<file path="src/rtl/serial_deserializer.sv">
// Serial-in/parallel-out receiver. Collects WIDTH framed serial bits,
// LSB-first or MSB-first, into a word and presents it on a held output
// register with a valid/ack handshake. A sticky overrun flag records any
// completed word that had to be dropped because the consumer had not
// taken the previous one.
module serial_deserializer #(
  parameter int WIDTH = 4
) (
  input  logic             clock,
  input  logic             resetn,
  input  logic             start,
  input  logic             lsb_first,
  input  logic             serial_in,
  input  logic             serial_valid,
  output logic [WIDTH-1:0] Q,
  output logic             Q_valid,
  input  logic             Q_ack,
  output logic             busy,
  output logic             overrun
);

  localparam int            CW   = $clog2(WIDTH);
  localparam logic [CW-1:0] LAST = CW'(WIDTH - 1);

  typedef enum logic {
    IDLE,
    SHIFT
  } state_t;

  state_t           state;
  logic [WIDTH-1:0] shift_reg;
  logic [CW-1:0]    count;
  logic             lsb_latched;

  logic [WIDTH-1:0] shifted;
  logic             word_done;

  // Next shift-register value and frame-completion detect for this cycle.
  // NOTE: every signal is given a default first so no path leaves it unassigned (no latch).
  always_comb begin
    shifted   = shift_reg;
    word_done = 1'b0;
    if (lsb_latched) begin
      shifted = {serial_in, shift_reg[WIDTH-1:1]};
    end else begin
      shifted = {shift_reg[WIDTH-2:0], serial_in};
    end
    // start in SHIFT restarts the frame, so it suppresses a completion on the same cycle.
    if (state == SHIFT && !start && serial_valid && count == LAST) begin
      word_done = 1'b1;
    end
  end

  // Frame FSM plus output register / handshake; every output is a flop.
  // NOTE: non-blocking assignments so every flop samples pre-edge values.
  always_ff @(posedge clock or negedge resetn) begin
    if (!resetn) begin
      state       <= IDLE;
      shift_reg   <= '0;
      count       <= '0;
      lsb_latched <= 1'b0;
      busy        <= 1'b0;
      Q           <= '0;
      Q_valid     <= 1'b0;
      overrun     <= 1'b0;
    end else begin
      case (state)
        IDLE: begin
          if (start) begin
            shift_reg   <= '0;
            count       <= '0;
            lsb_latched <= lsb_first;
            busy        <= 1'b1;
            state       <= SHIFT;
          end
        end
        SHIFT: begin
          if (start) begin
            // Abort the partial frame and begin again with a fresh bit order.
            shift_reg   <= '0;
            count       <= '0;
            lsb_latched <= lsb_first;
          end else if (serial_valid) begin
            if (count == LAST) begin
              shift_reg <= '0;
              count     <= '0;
              busy      <= 1'b0;
              state     <= IDLE;
            end else begin
              shift_reg <= shifted;
              count     <= count + 1'b1;
            end
          end
        end
        default: begin
          state <= IDLE;
          busy  <= 1'b0;
        end
      endcase

      // Output handshake: the shift path never waits on the consumer.
      if (word_done) begin
        if (!Q_valid || Q_ack) begin
          Q       <= shifted;
          Q_valid <= 1'b1;
        end else begin
          overrun <= 1'b1;
        end
      end else if (Q_valid && Q_ack) begin
        Q_valid <= 1'b0;
      end
    end
  end

endmodule

</file>
<file path="config.mk">
export PLATFORM = sky130hd
export DESIGN_NAME = serial_deserializer
export DESIGN_NICKNAME = d
export VERILOG_FILES = /design/src/rtl/serial_deserializer.sv
export SDC_FILE = /design/constraint.sdc
export NUM_CORES = 1
export LEC_CHECK = 0
export CAP_MARGIN = 10
export CORE_AREA = 2 2 50 52
export DETAILED_ROUTE_END_ITERATION = 12
export DIE_AREA = 0 0 52 54
export PLACE_DENSITY = 0.57
export SLEW_MARGIN = 30
export SYNTH_ARGS = -nofsm -noshare
export SYNTH_HDL_FRONTEND = slang
export SYNTH_SLANG_ARGS = --single-unit
</file>
<file path="constraint.sdc">
create_clock -name clock -period 1.6 [get_ports clock]
set_clock_uncertainty 0.1 [all_clocks]
set_input_delay 0.32 -clock clock [delete_from_list [all_inputs] [get_ports clock]]
set_output_delay 0.32 -clock clock [all_outputs]
set_load 0.05 [all_outputs]
</file>
==> run_results.csv <==
group,metric,value,unit
final_layout,areaGrowthSynthToFinish,46.3,%
drt,drt-vias-per-instance,4.46,
pwr,power_frac_comb,0.258,
drt,remaining_drc_errors,0,
placed_design,place.gp.congestion,0.681,
floorplan,rows,18,
clock_tree,clockBufferDepth,2,
synthesis,synthMuxAreaShare,0.154,
synthesis,synth-xor-area-share,0.0133,
final_layout,register_area,375,um2
drt,routed_wl,1.24,mm
global_route,grt_pass1_wl,2.26,mm
clock_tree,cts_root_buf,"clkbuf_4",
global_route,antenna_found_initial,0,
final_layout,final_common_cell,"dfrtp_1",
synthesis,synth_nets,62,
floorplan,start_util,0.283,
sta,worstMarginPinSlew,0.208,ns
sta,holdWs,0.239,ns
final_layout,post-route-util,0.414,
clock_tree,postCtsHoldBufs,0,
floorplan,die_h,54,um
placed_design,place_hpwl,990,um
placed_design,portBuffers,13,
clock_tree,cts_tree,"built",
clock_tree,cts_buffers,3,
synthesis,postSynthCellCount,53,
sta,drv_slew,0,
synthesis,synth_seq_cells,15,
worst_setup_path,regToRegSetupSlack,0.16,ns
synthesis,synth_fa_ha_area_frac,0.0381,
clock_tree,cts_resized,0,
pwr,clkPwrFrac,0.244,
sta,post-route-period-util,0.956,
floorplan,fp.coreArea,0.00232,mm2
worst_setup_path,reg2reg_from,"count[0]",
clock_tree,htreeDepth,1,
sta,rsz0062_at_grt,"false",
synthesis,synth_simple_gate_area_share,0.130,
drt,antenna_left,0,
sta,slew-limit-headroom,0.861,
drt,first_pass_iters,1,
synthesis,synth_top_family_by_area,"multiplexers",
final_layout,final_cell_mix,"dfrtp_1 (15), mux2_2 (9), buf_12 (7)",
worst_setup_path,cp_data_required_time,1.67,ns
global_route,grt_usage,0.112,
clock_tree,cts_sinks,15,
synthesis,ys.warnings.count,0,
floorplan,ios,14,
synthesis,synth_area,657,um2
final_layout,finalNonFillerCells,105,
global_route,gr-total-overflow,0,
final_layout,drive_gt1_frac,0.360,
synthesis,synth-seq-area-share,0.571,
pwr,p_int,0.000619,W
worst_setup_path,end_kind,"register",
drt,vias,468,
sta,finalSetupViolations,0,
final_layout,multi_input_area,273,um2
worst_setup_path,startpoint,"start",
pwr,p_total,0.000873,W
worst_setup_path,cp-start-kind,"input port",
clock_tree,clkSlewWorstSetupHoldPaths,0.09,ns
worst_setup_path,crit_path_max_fanout,4,
pwr,ir_drop,0.414,mV
final_layout,n_antenna_cell,0,
worst_setup_path,rr_worst_depth,4,
drt,wl_per_cell,11.8,um
final_layout,nFillCells,218,
placed_design,dp.cells,101,
pwr,netSwitchingPower,0.000253,W
synthesis,synth_compound_area_frac,0.0800,
floorplan,die_x,52,um
job,cap_viol_max_count,0,
synthesis,syn_avg_cell_area,12.4,um2
clock_tree,cts_setup_buffers,0,
drt,initialDrtViolationCount,0,
sta,min_period,1.53,ns
sta,finalHoldViolCount,0,
sta,timing.fmax,654,MHz
hold_path,hp-class,"input port to async pin",
worst_setup_path,critPathKind,"input port to register",
final_layout,nets,85,
clock_tree,clk_latency,0.28,ns
pwr,seqPwrFrac,0.498,
synthesis,synth_cell_types,17,
worst_setup_path,arrival,1.60,ns
pwr,p_leak,0.452,nW
worst_setup_path,rr_endpoint,"Q[3]",
global_route,grt_max_degree,16,
pwr,swShare,0.290,
global_route,grt_pass1_vias,530,
pwr,power_density,908,mW/mm2
run_status,status,"completed",
floorplan,dieArea,0.00281,mm2
## worst max-delay path, stage by stage
cell and delay (ns):
clkdlybuf4s50_1 0.42, inv_1 0.08, ha_1 0.16, nand3_2 0.10, nor2b_4 0.17, mux2_2 0.35
## final cells by class
cell class | count | area share
flip-flops and latches | 15 | 0.391
multi-input cells | 36 | 0.284
repair buffers | 19 | 0.255
well taps | 30 | 0.0391
clock buffers | 4 | 0.0273
inverters | 1 | 0.00391
## synthesized netlist by cell type
cell,count,share of area
buf_2,1,0.0076
mux2_2,9,0.15
dfrtp_1,15,0.57
nand3_1,1,0.0076
a22oi_1,4,0.046
a21oi_1,1,0.0076
nand2b_1,1,0.0095
nand2_1,6,0.034
nor2_1,5,0.029
xor2_1,1,0.013
nand3_2,1,0.015
and3b_1,1,0.013
nor2b_4,1,0.021
o21ai_0,2,0.015
o21bai_1,1,0.011
inv_1,1,0.0057
ha_1,2,0.038
## power by group through the flow
stage	clock network [W]	logic, W	registers (W)
finish	0.000213	0.000225	0.000435
global route	0.000250	0.000239	0.000439
CTS	0.000223	0.000229	0.000435
detailed placement	0	0.000228	0.000443
global placement	0	0.000224	0.000442
floorplan	0	0.0000520	0.000491
## cells by family (layout without fill, tap and decap cells)
logic type / Yosys count / count (layout)
and+or+nand+nor: 16 / 16
DFF: 15 / 15
muxes: 9 / 9
AOI/OAI and AO/OA: 8 / 8
adders and majority gates: 2 / 2
buffers and inverters: 2 / 24
xor gates and xnor gates: 1 / 1
## stage by stage
step	TNS [ns]	cell area (um2)	setup WS, ns
6_report	0	961	0.0710
5_1_grt	0	961	0.00584
4_1_cts	0	961	0.0671
3_5_place_dp	-1.03	935	-0.238
3_3_place_gp	-0.952	935	-0.232
2_1_floorplan	0	657	0.102
## layer usage
layer / global-route usage / wire length (um) / up-vias
li1: - / - / 230
met1: 0.123 / 511 / 222
met2: 0.196 / 634 / 11
met3: 0.0278 / 63 / 5
met4: 0.0658 / 31 / 0
met5: 0 / 0 / -
## worst max path at each step
stage                 to  slack (ns)
floorplan           Q[0]        0.10
global placement    Q[1]       -0.23
detailed placement  Q[3]       -0.24
CTS                 Q[3]        0.07
global route        Q[2]       0.006
finish              Q[3]        0.07
(Power assumes the default switching activity.)
